### config.mk
export PLATFORM = sky130hd
export DESIGN_NAME = fetch_mem_unit
export DESIGN_NICKNAME = d
export VERILOG_FILES = /design/src/rtl/fetch_mem_unit.sv
export SDC_FILE = /design/constraint.sdc
export NUM_CORES = 1
export LEC_CHECK = 0
export BUFFER_PORTS_ARGS = -buffer_cell sky130_fd_sc_hd__buf_2
export CAP_MARGIN = 20
export CORE_MARGIN = 5
export CORE_UTILIZATION = 40
export CTS_CLUSTER_DIAMETER = 40
export DETAILED_ROUTE_END_ITERATION = 12
export GPL_ROUTABILITY_DRIVEN = 0
export HOLD_SLACK_MARGIN = 0.02
export PLACE_DENSITY_LB_ADDON = 0.05
export SLEW_MARGIN = 20
export SYNTH_ARGS = -nofsm -noshare
export SYNTH_HDL_FRONTEND = slang
export SYNTH_SLANG_ARGS = --single-unit
### constraint.sdc
create_clock -name clk -period 3.15 [get_ports clk]
set_clock_uncertainty 0.2 [all_clocks]
set_input_delay 0.4725 -clock clk [delete_from_list [all_inputs] [get_ports clk]]
set_output_delay 0.4725 -clock clk [all_outputs]
set_load 0.02 [all_outputs]
### src/rtl/fetch_mem_unit.sv
// Memory-access stage: owns PC and IR, sequences instruction fetches and LDR/STR
// accesses over a ready-handshake memory port, with a sticky bus-timeout fault.
module fetch_mem_unit #(
  parameter int ADDR_W   = 9,
  parameter int DATA_W   = 16,
  parameter int RESET_PC = 0,
  parameter int TIMEOUT  = 15
) (
  input  logic              clk,
  input  logic              reset,
  input  logic              fetch_start,
  input  logic              pc_load,
  input  logic [ADDR_W-1:0] pc_next_in,
  input  logic              data_req,
  input  logic              data_we,
  input  logic [ADDR_W-1:0] data_addr_in,
  input  logic [DATA_W-1:0] data_wdata,
  output logic [1:0]        mem_cmd,
  output logic [ADDR_W-1:0] mem_addr,
  output logic [DATA_W-1:0] mem_wdata,
  input  logic [DATA_W-1:0] mem_rdata,
  input  logic              mem_ready,
  output logic [ADDR_W-1:0] pc,
  output logic [DATA_W-1:0] ir,
  output logic [DATA_W-1:0] rdata,
  output logic              done,
  output logic              busy,
  output logic              fault
);

  localparam int CNT_W = $clog2(TIMEOUT + 1);

  typedef enum logic [1:0] {
    S_IDLE,
    S_IFETCH,
    S_DACCESS,
    S_FAULT
  } state_t;

  localparam logic [1:0] CMD_NONE  = 2'b00;
  localparam logic [1:0] CMD_READ  = 2'b01;
  localparam logic [1:0] CMD_WRITE = 2'b10;

  state_t            state_q, state_d;
  logic [1:0]        cmd_q, cmd_d;
  logic [ADDR_W-1:0] addr_q, addr_d;
  logic [DATA_W-1:0] wdata_q, wdata_d;
  logic [ADDR_W-1:0] pc_q, pc_d;
  logic [DATA_W-1:0] ir_q, ir_d;
  logic [DATA_W-1:0] rdata_q, rdata_d;
  logic              done_q, done_d;
  logic              fault_q, fault_d;
  logic [CNT_W-1:0]  cnt_q, cnt_d;
  logic [CNT_W-1:0]  cnt_inc;

  assign cnt_inc = cnt_q + 1'b1;

  // NOTE: every _d gets a default before the case, so no path leaves a signal
  // unassigned and no latch is inferred.
  always_comb begin
    state_d = state_q;
    cmd_d   = cmd_q;
    addr_d  = addr_q;
    wdata_d = wdata_q;
    pc_d    = pc_q;
    ir_d    = ir_q;
    rdata_d = rdata_q;
    done_d  = 1'b0;
    fault_d = fault_q;
    cnt_d   = cnt_q;

    unique case (state_q)
      S_IDLE: begin
        if (pc_load) pc_d = pc_next_in;
        // Fetch wins over a simultaneous data request; the loser is dropped.
        if (fetch_start) begin
          state_d = S_IFETCH;
          cmd_d   = CMD_READ;
          addr_d  = pc_load ? pc_next_in : pc_q;
        end else if (data_req) begin
          state_d = S_DACCESS;
          cmd_d   = data_we ? CMD_WRITE : CMD_READ;
          addr_d  = data_addr_in;
          wdata_d = data_wdata;
        end
      end

      S_IFETCH, S_DACCESS: begin
        if (mem_ready) begin
          if (state_q == S_IFETCH) begin
            ir_d = mem_rdata;
            pc_d = pc_q + 1'b1;
          end else if (cmd_q == CMD_READ) begin
            rdata_d = mem_rdata;
          end
          done_d  = 1'b1;
          cmd_d   = CMD_NONE;
          cnt_d   = '0;
          state_d = S_IDLE;
        end else begin
          cnt_d = cnt_inc;
          if (cnt_inc == CNT_W'(TIMEOUT)) begin
            state_d = S_FAULT;
            cmd_d   = CMD_NONE;
            fault_d = 1'b1;
          end
        end
      end

      S_FAULT: begin
        // Absorbing: only reset leaves this state.
      end

      default: state_d = S_IDLE;
    endcase
  end

  // NOTE: sequential state uses non-blocking assignments so every register
  // samples the pre-edge values regardless of statement order.
  always_ff @(posedge clk or negedge reset) begin
    if (!reset) begin
      state_q <= S_IDLE;
      cmd_q   <= CMD_NONE;
      addr_q  <= '0;
      wdata_q <= '0;
      pc_q    <= ADDR_W'(RESET_PC);
      ir_q    <= '0;
      rdata_q <= '0;
      done_q  <= 1'b0;
      fault_q <= 1'b0;
      cnt_q   <= '0;
    end else begin
      state_q <= state_d;
      cmd_q   <= cmd_d;
      addr_q  <= addr_d;
      wdata_q <= wdata_d;
      pc_q    <= pc_d;
      ir_q    <= ir_d;
      rdata_q <= rdata_d;
      done_q  <= done_d;
      fault_q <= fault_d;
      cnt_q   <= cnt_d;
    end
  end

  assign mem_cmd   = cmd_q;
  assign mem_addr  = addr_q;
  assign mem_wdata = wdata_q;
  assign pc        = pc_q;
  assign ir        = ir_q;
  assign rdata     = rdata_q;
  assign done      = done_q;
  assign fault     = fault_q;
  assign busy      = (state_q != S_IDLE);

endmodule

-- After elaboration in Yosys (flattened, before gate mapping)
Cells that the tools add are included.
- divide/modulo/power cells: 0
- muxes and demuxes: 20
- reduce and logical (&&, ||, !) cells: 12
- shifts and indexed selects: 0
- bitwise operators: 3
- $mul: 0
- magnitude comparators: 0
- add/sub/neg operators: 2
- equality and inequality tests: 8
- operators with widths (kind ; number):
    9-bit two-way mux ; 5
    2-bit two-way mux ; 9
    9-bit case mux with 2 select lines ; 1
    3-bit AND reduction ; 5
    9-bit by 1-bit adder with 9-bit output (second input constant) ; 1
    2-bit case mux with 2 select lines ; 2
    3-bit != test (second input constant) ; 2
    2-bit nonzero test ; 3
    4-bit by 1-bit adder with 4-bit output (second input constant) ; 1
    2-bit by 1-bit == test with 1-bit output (second input constant) ; 2
    4-bit == test (second input constant) ; 1
    4-bit two-way mux ; 1
    2-bit != test (second input constant) ; 2
    4-bit AND reduction ; 1
    1-bit NOT ; 3
    2-bit == test (second input constant) ; 1
    2-bit logical NOT ; 1
    1-bit two-way mux ; 2
    2-bit AND reduction ; 1
    2-bit OR reduction ; 1
- memories: 0
- latch bits: 0
- RAM bits: 0
- ROM bits: 0
- bits of input ports: 57
- bits in registers: 76

-- Longest topological paths before layout
- depth after elaboration: 5
- mapped depth: 8
- gate-level depth less buffers: 6

-- Worst setup path before layout
OpenSTA, ideal clock, no wires.
- kind: reg-to-reg
- start: register state_q[0]
- end: register rdata_q[10], in the netlist rdata[10]
- slack: 0.979 ns
- library setup time: 0.128 ns
- buffers on the path: 3
- data arrival time: 1.844 ns
- cell stages (with the launch flop): 9
- clock period less this slack: 2.171 ns
- cell sequence: dfrtp_1 inv_1 ha_1 buf_2 and2_1 and3_1 buf_2 buf_4 mux2_1
- cells in the longest elaborated chain, start to end: 3
- elaborated cells between the ends (all ways): 5
- those cells by class: 2 x eq/ne; 1 x bitwise; 2 x reduce/logical
- RTL lines (item ; line ; text):
    start, declared ; 44 ; state_t state_q, state_d;
    start signal, assigned ; 133 ; state_q <= state_d;
    2-bit by 1-bit == test with 1-bit output or 2-bit == test (tied branches) ; 72, 90 ;
    2-bit OR reduction or 1-bit NOT (tied branches) ; - ;
    4-bit AND reduction (no source line) * ; - ;
    end signal, assigned ; 139 ; rdata_q <= rdata_d;
    end, declared ; 50 ; logic [DATA_W-1:0] rdata_q, rdata_d;
Every way passes the cells marked *; elsewhere a longest branch is shown, timed or not.
A chain may end at the register's enable or synchronous reset.

-- Final worst setup path
- start: register state_q[1]
- end: register pc_q[8], in the netlist pc[8]
- cells in the longest elaborated chain, start to end: 4
- elaborated cells between the ends (all ways): 9
- those cells by class: 4 x eq/ne; 1 x mux; 4 x reduce/logical
- RTL lines (item ; line ; text):
    2-bit by 1-bit == test with 1-bit output or 2-bit == test (tied branches) ; 72, 90 ;
    2-bit OR reduction ; 72 ; unique case (state_q)
    2-bit != test (no source line) or 2-bit nonzero test (tied branches) ; - ;
    3-bit AND reduction (no source line) ; - ;
    end signal, assigned ; 126 ; pc_q <= ADDR_W'(RESET_PC);
    end signal, assigned ; 137 ; pc_q <= pc_d;
    end, declared ; 48 ; logic [ADDR_W-1:0] pc_q, pc_d;
Parallel ways exist; a longest one is shown, timed or not.

==> key figures <==
STA
  • Unrepaired setup endpoints after global routing: no
  • Max_slew headroom: 0.3603
  • Fmax: between 400 and 500 MHz
  • Worst-Margin Slew: about 960 ps
  • Fin crit period: 2402 ps
  • Setup TNS: 0 ps
  • Count of final hold-check violations: 0
  • Fin crit share: 0.7626
  • Fin. max-slew vios: 0
  • Setup violations, final: 0

Floorplanning
  • Starting density of the core: 0.4126
  • Num ports: 128
  • Die X: roughly 100 um
  • Die footprint: between 10,000 and 15,000 um2
  • Num rows: 33
  • Die Y: about 100 um
  • Core ar.: slightly above 8000 um2

Layout
  • FILL cells: 769
  • Area Overhead vs Synth: 27.11%
  • Final Non-Filler Cells: between 500 and 600
  • N_diodes: 0
  • Final #Nets: ~480
  • Finished Core Util: 0.5245
  • Share of cells above drive strength 1: 0.3780

Logic synthesis
  • Adder-cell share of the synthesized area: 0.02558
  • Yosys warning total: 0
  • Count leader, synth: dfrtp_1
  • Largest cells by area after synthesis: dfrtp_1 (56%), mux2_1 (15%), mux2i_1 (2.9%)
  • Post-synthesis mux area share: 0.2002
  • Sequential share of the synthesized area: 0.5554
  • Simple-gate share of the synthesized area: 0.09317
  • XOR/XNOR share of the synthesized area: 0.002558
  • Mapped Avg Cell Area: 12.06 um2
  • Post-synthesis cell count: between 200 and 300
  • Netlist Area Pre-Place: between 3000 and 4000 um2
  • FF+latch count, synth: between 70 and 80
  • Synth Area in Compound Gates: 0.1012
  • Number of synthesized flops with an enable pin: 0
  • Cell variety after synth: 45
  • Main combinational cell family by area after synthesis: multiplexers
  • Main synth FF type: dfrtp_1
  • Yosys top cell by area: dfrtp_1
  • Yosys top cell area share: 0.5554
  • Async SR Flop Fraction: 1.000
  • Synth top cells by count: dfrtp_1 (76), mux2_1 (45), nand2_1 (24), a21oi_1 (18), o21ai_1 (12)
  • Syn nets: about 350

Clock tree
  • Clock Path Buffers: 2
  • Clock Sinks: 76
  • Post-CTS Resized: 0
  • CTS tree: built
  • Post-CTS setup repair buffer count: 0
  • Cts hold-fix bufs: 0
  • H-tree levels: 3
  • Skew-Pair Late Insertion Delay: ~340 ps
  • CTS Root Cell: clkbuf_8
  • Num CTS Buffers: 9
  • Reg clk slew, reported paths: around 90 ps

Placed design
  • DP HPWL: roughly 6 mm
  • PortBufs: 127
  • Placed Cells: roughly 500

Power
  • Leak: around 2.2 nW
  • Max IR drop VDD: about 0.00042 V
  • PD cells: ~1100 nW/um2
  • Pwr Total: between 4 and 5 mW

Routing
  • Wirelength per Cell: 15.43 um
  • Iter 0 DRT Violations: 80
  • DRT Pass-1 Iters: 4
  • Via count: about 2,600
  • Post-Route WL: roughly 8 mm
  • ANT nets after route: 0
  • Remaining DRCs: 0
  • Via density: slightly above 5

Setup path
  • Number of buffers and inverters on the critical path: 1
  • Worst EP required: roughly 3200 ps
  • Worst Setup SP: state_q[1]
  • Worst Setup Start Kind: register
  • Slowest CP cell: or4_1
  • FF-to-FF End: pc[8]
  • Cells on worst reg2reg path: 6
  • Critical Path Max Stage Delay: 480 ps
  • Origin of the critical flop-to-flop path: state_q[1]
  • Cell family with most CP delay: simple AND/OR/NAND/NOR gates
  • Setup CP Type: register to register
  • Worst Path Arrival: 2410 ps
  • Crit end category: register
  • Worst path depth: 6
  • Crit path cell chain: inv_1, ha_1, nand2_2, a21o_1, and2_1, or4_1
  • Crit path max fanout: 18
  • Worst R2R Setup Slack: between 700 and 800 ps

Global routing
  • Largest net degree at the start of global routing: between 70 and 80
  • Initial antenna violation count: 0
  • GRT Util Overall: 0.1604
  • Vias in the first global route: ~2,600
  • First-pass GRT wire length: 13.21 mm
  • Grt ovf: 0

Flow run
  • Max cap viols: 0

Worst hold path
  • Worst Hold Class: primary input to asynchronous set/reset pin

Outcome
  • Status: completed
==> stage by stage <==
stage | instance area, um2 | setup WS (ps) | hold WS, ps
final | 4353 | 747.9 | 66.23
after global routing | 4353 | 562.6 | 88.10
after CTS | 4353 | 718.9 | 97.80
after detailed placement | 4164 | 742.1 | 243.5
after global placement | 4164 | 817.7 | 241.5
after floorplan | 3425 | 978.8 | -23.09
==> area by class of cell <==
| class | count | area [um2] | share of cell area |
|---|---|---|---|
| clock buffers | 9 | 123.9 | 0.02846 |
| clock inverters | 7 | 65.06 | 0.01495 |
| inverters | 6 | 22.52 | 0.005174 |
| multi-input cells | 190 | 1448 | 0.3326 |
| flip-flops and latches | 76 | 1902 | 0.4369 |
| well taps | 105 | 131.4 | 0.03018 |
| repair buffers | 130 | 660.6 | 0.1518 |
==> sequential cells by signal, summed over array words and instances (netlist names) <==
| signal | count |
|---|---|
| ir | 16 |
| mem_wdata | 16 |
| rdata | 16 |
| mem_addr | 9 |
| pc | 9 |
| cnt_q | 4 |
| mem_cmd | 2 |
| state_q | 2 |
| done | 1 |
| fault | 1 |
==> where the power goes <==
| part | total, mW | internal [mW] | switching [mW] |
|---|---|---|---|
| Sequential | 1.79 | 1.46 | 0.322 |
| Clock | 0.719 | 0.308 | 0.411 |
| Combinational | 2.40 | 0.940 | 1.46 |
| Total | 4.90 | 2.71 | 2.19 |
==> cells by family (layout without fill, tap and decap cells) <==
logic type               count (synthesis)  count (layout)
AO/OA/AOI/OAI                           56              56
XOR/XNOR                                 1               1
adder cells (fa/ha/maj)                  7               7
buffers and inverters                   18             152
flip-flops                              76              76
multiplexers                            62              62
AND/OR/NAND/NOR                         64              64
==> routing by layer <==
metal,share of wire,wire length [um],track usage
met1,0.44,3580,0.2182
met2,0.46,3740,0.2483
met3,0.085,686,0.05413
met4,0.0074,60,0.03935
met5,0,0,0
==> placed cells by master (no fill, tap or decap), drive strengths merged, types with 2 or more instances in the layout <==
cell type | synthesis | routed
nand3 | 7 | 7
o22ai | 3 | 3
a21oi | 18 | 18
nor3 | 2 | 2
inv | 6 | 12
ha | 7 | 7
and3 | 4 | 4
buf | 8 | 130
and2 | 2 | 2
a21o | 3 | 3
mux2 | 52 | 52
nor2b | 4 | 4
dfrtp | 76 | 76
o21a | 2 | 2
nand2b | 2 | 2
clkbuf | 4 | 9
nand2 | 25 | 25
and4 | 2 | 2
o21ai | 17 | 17
a2bb2oi | 3 | 3
nor2 | 9 | 9
mux2i | 10 | 10
o2bb2ai | 3 | 3
==> worst max path at each step <==
stage | end | slack (ps)
finish | pc[8] | 750
global route | pc[8] | 560
CTS | pc[8] | 720
detailed placement | pc[8] | 740
global placement | pc[8] | 820
floorplan | rdata[10] | 980
(Power assumes the default switching activity.)
